===== config.mk =====
export PLATFORM = sky130hd
export DESIGN_NAME = brightness_fade_ctrl
export DESIGN_NICKNAME = d
export VERILOG_FILES = /design/src/rtl/brightness_pkg.sv /design/src/rtl/frame_tick_divider.sv /design/src/rtl/brightness_fade_ctrl.sv
export SDC_FILE = /design/constraint.sdc
export NUM_CORES = 1
export LEC_CHECK = 0
export ABC_AREA = 1
export CAP_MARGIN = 20
export CORE_MARGIN = 2
export CORE_UTILIZATION = 50
export CTS_BUF_LIST = sky130_fd_sc_hd__clkbuf_2 sky130_fd_sc_hd__clkbuf_4 sky130_fd_sc_hd__clkbuf_8
export CTS_CLUSTER_SIZE = 24
export DETAILED_ROUTE_END_ITERATION = 10
export PLACE_DENSITY = 0.81
export SETUP_SLACK_MARGIN = 0.2
export SLEW_MARGIN = 10
export SYNTH_ARGS = -nofsm -noshare
export SYNTH_HDL_FRONTEND = slang
export SYNTH_SLANG_ARGS = --single-unit

===== constraint.sdc =====
create_clock -name clk -period 2.6 [get_ports clk]
set_clock_uncertainty 0.2 [all_clocks]
set_input_delay 0.78 -clock clk [delete_from_list [all_inputs] [get_ports clk]]
set_output_delay 0.78 -clock clk [all_outputs]
set_load 0.005 [all_outputs]

===== src/rtl/brightness_pkg.sv =====
// Shared brightness types and helpers: fade FSM state encoding and the
// saturating step used to walk a mask toward its target.
package brightness_pkg;

  typedef enum logic [1:0] {
    BF_IDLE       = 2'd0,
    BF_WAIT_FRAME = 2'd1,
    BF_STEP       = 2'd2,
    BF_DONE       = 2'd3
  } bfade_state_t;

  // Operands are zero-extended to 32 bits and compared in 33 bits, so the
  // result never wraps and never passes tgt: when the remaining distance is
  // at most step, tgt itself is returned.
  function automatic logic [31:0] step_toward(input logic [31:0] cur,
                                              input logic [31:0] tgt,
                                              input logic [31:0] step);
    logic [32:0] diff;
    logic [31:0] res;
    res = cur;
    if (tgt > cur) begin
      diff = {1'b0, tgt} - {1'b0, cur};
      res  = (diff <= {1'b0, step}) ? tgt : (cur + step);
    end else if (tgt < cur) begin
      diff = {1'b0, cur} - {1'b0, tgt};
      res  = (diff <= {1'b0, step}) ? tgt : (cur - step);
    end
    return res;
  endfunction

endpackage


===== src/rtl/frame_tick_divider.sv =====
// Counts frame_sync pulses and emits tick on every FADE_FRAMES-th one.
// clear restarts the count; a tick also restarts it.
module frame_tick_divider #(
  parameter int FADE_FRAMES = 4
) (
  input  logic clk,
  input  logic reset,
  input  logic frame_sync,
  input  logic clear,
  output logic tick
);

  localparam int CNT_W = (FADE_FRAMES > 1) ? $clog2(FADE_FRAMES) : 1;
  localparam logic [CNT_W-1:0] LAST = CNT_W'(FADE_FRAMES - 1);

  logic [CNT_W-1:0] cnt_q;
  logic [CNT_W-1:0] cnt_d;

  // tick does not depend on clear, so a request landing on the qualifying
  // frame_sync still lets that step happen.
  assign tick = frame_sync && (cnt_q == LAST);

  // Next count: restart on clear or tick, advance on each frame_sync.
  always_comb begin
    cnt_d = cnt_q;
    if (clear || tick) begin
      cnt_d = '0;
    end else if (frame_sync) begin
      cnt_d = cnt_q + 1'b1;
    end
  end

  // Counter register.
  always_ff @(posedge clk) begin
    if (reset) begin
      cnt_q <= '0;
    end else begin
      cnt_q <= cnt_d;
    end
  end

endmodule


===== src/rtl/brightness_fade_ctrl.sv =====
// Brightness mask sequencer: latches a requested target and moves the
// applied mask toward it only on frame boundaries, either in one jump or
// in STEP_SIZE increments every FADE_FRAMES frames.
module brightness_fade_ctrl
  import brightness_pkg::*;
#(
  parameter int BRIGHTNESS_LEVELS = 6,
  parameter int FADE_FRAMES       = 4,
  parameter int STEP_SIZE         = 1,
  parameter logic [BRIGHTNESS_LEVELS-1:0] RESET_BRIGHTNESS = '1
) (
  input  logic                         clk,
  input  logic                         reset,
  input  logic                         req_en,
  input  logic [BRIGHTNESS_LEVELS-1:0] req_value,
  input  logic                         fade_enable,
  input  logic                         frame_sync,
  output logic [BRIGHTNESS_LEVELS-1:0] brightness_mask,
  output logic                         busy,
  output logic                         done
);

  localparam int BL = BRIGHTNESS_LEVELS;

  bfade_state_t state_q, state_d;
  logic [BL-1:0] mask_q, mask_d;
  logic [BL-1:0] target_q, target_d;
  logic          req_seen_q, req_seen_d;
  logic          done_q, done_d;

  logic          tick;
  logic          div_clear;
  logic          qual_sync;
  logic [BL-1:0] step_val;
  logic          req_hits_mask;

  // The frame counter only runs while waiting for a step; any request
  // restarts it so the fade cadence is measured from the new target.
  assign div_clear = req_en || (state_q != BF_WAIT_FRAME);

  frame_tick_divider #(
    .FADE_FRAMES(FADE_FRAMES)
  ) u_div (
    .clk       (clk),
    .reset     (reset),
    .frame_sync(frame_sync),
    .clear     (div_clear),
    .tick      (tick)
  );

  // A jump waits for any frame boundary; a fade waits for the divider.
  assign qual_sync = frame_sync && (!fade_enable || tick);
  assign step_val  = BL'(step_toward(32'(mask_q), 32'(target_q), 32'(STEP_SIZE)));

  // A fresh request is compared directly so an equal retarget ends the fade
  // right away instead of waiting for target_q to update.
  assign req_hits_mask = req_en ? (req_value == mask_q) : (target_q == mask_q);

  // Next-state, next-mask and target capture.
  always_comb begin
    state_d    = state_q;
    mask_d     = mask_q;
    target_d   = req_en ? req_value : target_q;
    req_seen_d = req_en;
    case (state_q)
      BF_IDLE: begin
        if (target_q != mask_q) begin
          state_d = BF_WAIT_FRAME;
        end else if (req_seen_q) begin
          state_d = BF_DONE;
        end
      end
      BF_WAIT_FRAME: begin
        // target_q still holds the old target when a request coincides with
        // the qualifying frame_sync, so that step heads for the old value.
        if (qual_sync) begin
          state_d = BF_STEP;
          mask_d  = fade_enable ? step_val : target_q;
        end else if (req_hits_mask) begin
          state_d = BF_DONE;
        end
      end
      BF_STEP: begin
        state_d = (mask_q != target_q) ? BF_WAIT_FRAME : BF_DONE;
      end
      BF_DONE: begin
        state_d = BF_IDLE;
      end
      default: begin
        state_d = BF_IDLE;
      end
    endcase
    done_d = (state_d == BF_DONE);
  end

  // State, mask, target and done registers.
  always_ff @(posedge clk) begin
    if (reset) begin
      state_q    <= BF_IDLE;
      mask_q     <= RESET_BRIGHTNESS;
      target_q   <= RESET_BRIGHTNESS;
      req_seen_q <= 1'b0;
      done_q     <= 1'b0;
    end else begin
      state_q    <= state_d;
      mask_q     <= mask_d;
      target_q   <= target_d;
      req_seen_q <= req_seen_d;
      done_q     <= done_d;
    end
  end

  assign brightness_mask = mask_q;
  assign busy            = (state_q != BF_IDLE) && (state_q != BF_DONE);
  assign done            = done_q;

endmodule

# == After elaboration in Yosys (flattened, before gate mapping) ==
# Cells that the tools add are included.
# totals
regBits,18
input_bits,11
out_inout_bits,8
word_cells,50
# classes
add_sub_neg,5
n_lt_le_gt_ge,4
n_eq_ne,12
mux,12
reduce_logical,11
# ops
operator,count
$le 33x1->1 const B,2
$mux 6,5
$sub 6x6->7,2
$eq 6x6->1,2
$ne 6x6->1,2
$mux 2,5
$eq 2x2->1 const B,4
$pmux 2 s4,1
$add 6x1->6 const B,1
$gt 6x6->1,1
$lt 6x6->1,1
$sub 6x1->6 const B,1
$logic_and 1x1->1,3
$logic_or 1x1->1,3
$ne 3x1->1 const B,1
$reduce_and 3->1,1
$add 2x1->2 const B,1
$eq 2x1->1 const B,1
$logic_not 2->1,1
$ne 2x1->1 const B,1
$ne 2x2->1 const B,1
$reduce_bool 2->1,1
$reduce_or 2->1,1
$logic_not 1->1,1
$mux 1,1

# == Logic depth before layout (Yosys ltp) ==
# Gate-level depths: netlist of run 1.
# depth
ltp_word,7
depth_mapped,18

# == By module ==
# Synthesis of run 1 repeated with hierarchy kept, for this count alone.
# hier_totals
hier_cells,296
area_unflattened_um2,1895.6
# modules_own_cells
mod,instances,cells_each,area_per_inst_um2,seq_area_each_um2
brightness_fade_ctrl,1,277,1778.0,320.3
frame_tick_divider,1,19,117.6,40.0

# == Least setup slack after synthesis of run 1 ==
# Ideal clock, no wire load.
# synth_timing
kind,register -> register
start,reg mask_q[0] (netlist: brightness_mask[0])
end,reg mask_q[2] (netlist: brightness_mask[2])
setup_ns,0.115
arrival_ns,2.204
t_required_ns,2.285
setup_slack_ns,0.081
stages_incl_launch_ff,16
path_cell_list,dfxtp_1 -> clkbuf_1 -> inv_1 -> ha_1 -> inv_1 -> fa_1 -> a21oi_1 -> nand3_1 -> nor2_4 -> nand2_4 -> nand2_1 -> o21ai_1 -> nand2_1 -> nand3_1 -> nand2_1 -> nand2_1
# synth_via
elab_chain_len,6
word_cells_on_any_way,15
# synth_rtl
element,line,source
"start, declared",brightness_fade_ctrl.sv:26,"logic [BL-1:0] mask_q, mask_d;"
"start signal, assigned",brightness_fade_ctrl.sv:106,mask_q <= mask_d;
$sub 6x6->7,brightness_pkg.sv:25,"diff = {1'b0, cur} - {1'b0, tgt};"
$le 33x1->1,brightness_pkg.sv:26,"res = (diff <= {1'b0, step}) ? tgt : (cur - step);"
$mux 6,brightness_pkg.sv:26,
$mux 6,brightness_pkg.sv:24,end else if (tgt < cur) begin
$mux 6,brightness_pkg.sv:21,if (tgt > cur) begin
$mux 6,brightness_fade_ctrl.sv:78,mask_d = fade_enable ? step_val : target_q;
# Parallel ways exist; a longest one is shown, timed or not. The select of a mux whose other input is x is not followed.
# A chain may end at the register's enable or synchronous reset.

# == Worst setup path in the final report of run 1 ==
# layout_timing
start,reg target_q[0]
end,reg mask_q[2] (netlist: brightness_mask[2])
# layout_via
elab_chain_len,6
word_cells_on_any_way,13
# layout_rtl
element,line,source
"start, declared",brightness_fade_ctrl.sv:27,"logic [BL-1:0] target_q, target_d;"
"start signal, assigned",brightness_fade_ctrl.sv:107,target_q <= target_d;
$sub 6x6->7,brightness_pkg.sv:25,
$le 33x1->1,brightness_pkg.sv:26,
$mux 6,brightness_pkg.sv:26,
$mux 6,brightness_pkg.sv:24,
$mux 6,brightness_pkg.sv:21,
$mux 6,brightness_fade_ctrl.sv:78,
# Parallel ways exist; a longest one is shown, timed or not. The select of a mux whose other input is x is not followed.

==> results of run 1 <==
-- worst register-to-register path, cell delays in order, from the launching register on --
cell and delay [ps]:
dfxtp_2 350, inv_4 80, ha_4 140, inv_4 40
fa_2 380, inv_2 70, nand2_2 40, a21oi_2 130
nand3_2 90, nor2_4 230, nand2_4 130, nand2_2 80
o21ai_1 60, nand2_1 60, nand3_1 80, nand2_1 70
nand2_1 50
-- metal layers --
| layer | GRT usage | vias up |
|---|---|---|
| met4 | 0.117 | 0 |
| met1 | 0.328 | 957 |
| met2 | 0.439 | 112 |
| met3 | 0.0208 | 17 |
| li1 | - | 1015 |
| met5 | 0 | - |
-- where the power goes --
| group | switching [mW] | internal [mW] | total, mW |
|---|---|---|---|
| combinational | 0.419 | 0.283 | 0.702 |
| sequential | 0.0217 | 0.299 | 0.321 |
| clock | 0.102 | 0.135 | 0.237 |
-- worst paths after layout --
path / startpoint / end / slack, ps / cells past startpoint
setup / recovery: target_q[0] / brightness_mask[2] / 210 / 16
hold reg to reg: u_div.cnt_q[1] / u_div.cnt_q[1] / 280 / 2
hold / removal: u_div.cnt_q[1] / u_div.cnt_q[1] / 280 / 2
setup reg to reg: target_q[0] / brightness_mask[2] / 210 / 16
-- registers in the layout, indices dropped and copies added, names as in the netlist --
signal / cells
brightness_mask: 6
done: 1
req_seen_q: 1
state_q: 2
target_q: 6
u_div.cnt_q: 2
-- logic make-up (layout without fill, tap and decap cells) --
group	after synthesis	after routing	share of synthesized area
AND/OR/NAND/NOR	144	144	0.361
flip-flops	18	18	0.194
XOR/XNOR	11	11	0.0520
buffers and inverters	51	86	0.113
AO/OA/AOI/OAI	44	44	0.137
adder cells (fa/ha/maj)	20	20	0.143
-- timing repair --
action	in CTS	in global routing
setup endpoints to repair	8	7
buffers inserted	1	7
gates cloned	0	0
pin swaps	3	21
endpoints found under the hold margin	0	0
gates resized for setup	9	29
-- synthesized netlist by cell type (all sizes together) --
cell	n	area share
inv	43	0.087
xnor2	2	0.0095
a22oi	1	0.0041
buf	4	0.018
a41oi	1	0.0047
clkbuf	4	0.0081
nor2	12	0.038
nand4	7	0.024
dfxtp	18	0.19
fa	2	0.022
o22ai	1	0.0034
ha	18	0.12
o31ai	1	0.0041
nor3	2	0.0054
xor2	9	0.043
o211ai	2	0.011
a211oi	1	0.0041
o21ai	10	0.027
nand2	77	0.17
nand3	46	0.13
a21oi	27	0.079
-- layout make-up --
| class | instances | area (um2) |
|---|---|---|
| Fill cell | 327 | 1230 |
| Clock buffer | 4 | 55.1 |
| Timing Repair Buffer | 39 | 349 |
| Sequential cell | 18 | 370 |
| Tap cell | 48 | 60.1 |
| Inverter | 43 | 169 |
| Multi-Input combinational cell | 219 | 1380 |
-- per-stage QoR --
| step | power (mW) | instances | util |
|---|---|---|---|
| 2_1_floorplan | 0.756 | 288 | - |
| 3_3_place_gp | 0.913 | 359 | 0.594 |
| 3_5_place_dp | 0.919 | 359 | 0.594 |
| 4_1_cts | 1.17 | 364 | 0.617 |
| 5_1_grt | 1.34 | 371 | 0.660 |
| 6_report | 1.26 | 371 | 0.660 |
==> flow_metrics.tcl, run 1 <==
set metrics [dict create \
    grt_start_max_net_pins 13 \
    globalRouteOverflowTotal 0 \
    wl_met1_um 2330 \
    netlist_area_um2 1850 \
    cts_tree "built" \
    place_congestion 0.923 \
    avgViaCountPerCell 5.66 \
    timing.critical_path.buf_inv 3 \
    maxCapViolCount 0 \
    core_area_um2 3610 \
    max_slew.worst_pin.slew_ps 338 \
    grt_setup_unrepaired "yes" \
    crit_slowest_cell "fa_2" \
    hold_viol_final 0 \
    dp_hpwl_um 3970 \
    crit_path_max_fanout 7 \
    power_density_nw_per_um2 530 \
    critPathArrivalTime_ps 2340 \
    top_layer "met4" \
    final_common_cell "nand2_1" \
    rows 22 \
    cts_max_path_buffers 2 \
    synth_cells 288 \
    max-slew-margin-rel 0.773 \
    cts_buffers 3 \
    fin_area_um2 2380 \
    whs_ps 279 \
    grt_pass1_wl_um 8530 \
    crit_chain "inv_4 -> ha_4 -> inv_4 -> fa_2 -> inv_2 -> nand2_2 -> a21oi_2 -> nand3_2 -> nor2_4 -> nand2_4 -> nand2_2 -> o21ai_1 -> nand2_1 -> nand3_1 -> nand2_1 -> nand2_1" \
    root_buffer "clkbuf_8" \
    first_global_vias 1909 \
    nets 355 \
    required_ps 2550 \
    crit_top_cell "nand2_1" \
    diodes 0 \
    p_leak_nw 1.22 \
    fmax_ghz 0.418 \
    ir_drop_v 0.000348 \
    die_area_um2 4210 \
    fin_crit_ps 2390 \
    drv_slew 0 \
    io-pin-count 19 \
    cts_hold_buf 0 \
    synth_nets 319 \
    cp-end-kind "flop" \
    fin_ws_ps 209 \
    grt_usage 0.257 \
    drc 0 \
    ant_nets 0 \
    post_dp_cell_area_um2 2140 \
    routed-via-count 2101 \
    yosysWarnings 0 \
    totalWireLength_um 5470 \
    met2WireLength_um 2590 \
    slowest_delay_ps 380 \
    fp.dieH_um 64.9 \
    area_growth_pct 28.4 \
    cts_sinks 18 \
    io_buffers 18 \
    yosysSeqAreaShare 0.194 \
    syn_avg_cell_area_um2 6.43 \
    drt_iter0_drc 181 \
    htreeDepth 1 \
    setup_viol 0 \
    pre_cts_slack_ps 87.9 \
    status "complete, no violations" \
    start_util 0.514 \
    tns_ps 0 \
    drive_above_1_share 0.214 \
    crit_type "reg -> reg" \
    post_drt_wl_per_cell_um 14.7 \
    grt_antenna_before_repair 0 \
    most-common-layout-cells "nand2_1, nand3_1, inv_1" \
    yosysUniqueCellTypes 31 \
    min_period_over_period 0.920 \
    wl_met3_um 395 \
    die_w_um 64.9 \
    synth_seq_cells 18 \
    cpLargestDelayFamily "simple AND/OR/NAND/NOR gates" \
    hold_class "reg -> reg" \
    clock_latency_ps 260 \
    clkTransAtPathRegs_ps 70 \
    firstDrtPassIters 5 \
    crit_path_start_kind "flop" \
]
No activity file was read; power rests on OpenSTA's default activity.
==> inputs of run 2 (changes only) <==
--- a/config.mk
+++ b/config.mk
@@ -18,3 +18,4 @@
 export SYNTH_ARGS = -nofsm -noshare
 export SYNTH_HDL_FRONTEND = slang
 export SYNTH_SLANG_ARGS = --single-unit
+export TNS_END_PERCENT = 5
==> flow_metrics.tcl, run 2 (synthesized netlist as in run 1, its figures left out) <==
set metrics [dict create \
    crit_type "reg -> reg" \
    maxCapViolCount 0 \
    pre_cts_slack_ps 87.9 \
    ant_nets 0 \
    grt_antenna_before_repair 0 \
    ir_drop_v 0.000349 \
    diodes 0 \
    most-common-layout-cells "nand2_1, nand3_1, inv_1" \
    area_growth_pct 26.9 \
    max_slew.worst_pin.slew_ps 343 \
    drv_slew 0 \
    avgViaCountPerCell 5.69 \
    cts_buffers 3 \
    drc 0 \
    io_buffers 18 \
    required_ps 2550 \
    drt_iter0_drc 224 \
    start_util 0.514 \
    nFillCells 328 \
    final_common_cell "nand2_1" \
    tns_ps 0 \
    crit_path_start_kind "flop" \
    clkTransAtPathRegs_ps 70 \
    place_congestion 0.923 \
    core_area_um2 3610 \
    fin_ws_ps 213 \
    post_drt_wl_per_cell_um 15.0 \
    final_cells 367 \
    routed-via-count 2087 \
    max-slew-margin-rel 0.771 \
    placedCellCount 359 \
    power_density_nw_per_um2 530 \
    post_dp_cell_area_um2 2140 \
    setup_viol 0 \
    first_global_vias 1909 \
    grt_pass1_wl_um 8530 \
    dp_hpwl_um 3970 \
    firstDrtPassIters 4 \
    die_area_um2 4210 \
    die_w_um 64.9 \
    globalRouteOverflowTotal 0 \
    critPathArrivalTime_ps 2330 \
    io-pin-count 19 \
    fmax_ghz 0.419 \
    clock_latency_ps 260 \
    cts_sinks 18 \
    hold_viol_final 0 \
    root_buffer "clkbuf_8" \
    rows 22 \
    grt_start_max_net_pins 13 \
    min_period_over_period 0.918 \
    cts_max_path_buffers 2 \
    cts_tree "built" \
    fin_crit_ps 2390 \
    fp.dieH_um 64.9 \
    htreeDepth 1 \
    status "complete, no violations" \
    grt_usage 0.257 \
    crit_path_max_fanout 7 \
    p_leak_nw 1.21 \
    fin_area_um2 2350 \
    cp-end-kind "flop" \
    hold_class "reg -> reg" \
    drive_above_1_share 0.201 \
    totalWireLength_um 5500 \
    reg2reg_slack_ps 210 \
    grt_setup_unrepaired "yes" \
    nets 351 \
]
[run 2: changes by cell type in the layout (fill, tap and decap cells not counted)]
cell            delta
buf_4              -4
dlygate4sd2_1      -1
dlymetal6s2s_1     +1
nand2_1            +1
nand2_2            -1
nand3_1            -1
nand3_2            +1
nor3_1             +1
nor3_2             -1
[run 2: worst paths after layout]
check                                           to            from  cells after the start
worst max-delay path            brightness_mask[2]     target_q[0]                     16
worst min-delay path                u_div.cnt_q[1]  u_div.cnt_q[1]                      2
worst max register to register  brightness_mask[2]     target_q[0]                     16
worst min register to register      u_div.cnt_q[1]  u_div.cnt_q[1]                      2
[run 2: metrics by stage]
step | hold WS (ps) | total power [mW] | util
floorplan | 243 | 0.756 | -
global placement | 266 | 0.913 | 0.594
detailed placement | 274 | 0.919 | 0.594
CTS | 284 | 1.17 | 0.617
global route | 291 | 1.32 | 0.652
finish | 280 | 1.25 | 0.652
[run 2: area by class of cell]
class	instances	area [um2]	area share
inverters	43	169	0.0718
clock buffers	4	55.1	0.0234
well taps	48	60.1	0.0255
flip-flops and latches	18	370	0.158
repair buffers	35	323	0.137
multi-input cells	219	1370	0.584
[run 2: worst max-delay path: stages, from the launching register on]
cell     delay, ps
dfxtp_2        350
inv_4           80
ha_4           140
inv_4           40
fa_2           380
inv_2           60
nand2_2         40
a21oi_2        130
nand3_2         90
nor2_4         230
nand2_4        130
nand2_2         70
o21ai_1         50
nand2_1         60
nand3_1         80
nand2_1         70
nand2_1         60
[run 2: layer usage]
metal | up-vias | share of wire | track usage
met4 | 0 | 0.039 | 0.117
met3 | 23 | 0.074 | 0.0208
li1 | 1009 | - | -
met1 | 942 | 0.41 | 0.328
met5 | - | 0 | 0
met2 | 113 | 0.48 | 0.439
[run 2: what timing repair did]
item                                   in CTS  in global routing
cloned                                      0                  0
endpoints found under the hold margin       0                  0
setup buffers                               1                  3
hold buffers                                0                  0
setup endpoints to repair                   8                  8
pin swaps                                   2                 13
gates resized for setup                     8                 29
[run 2: report_power, final]
group	switching [mW]	internal, mW
Combinational	0.417	0.271
Sequential	0.0214	0.299
Clock	0.103	0.135
Total	0.542	0.704
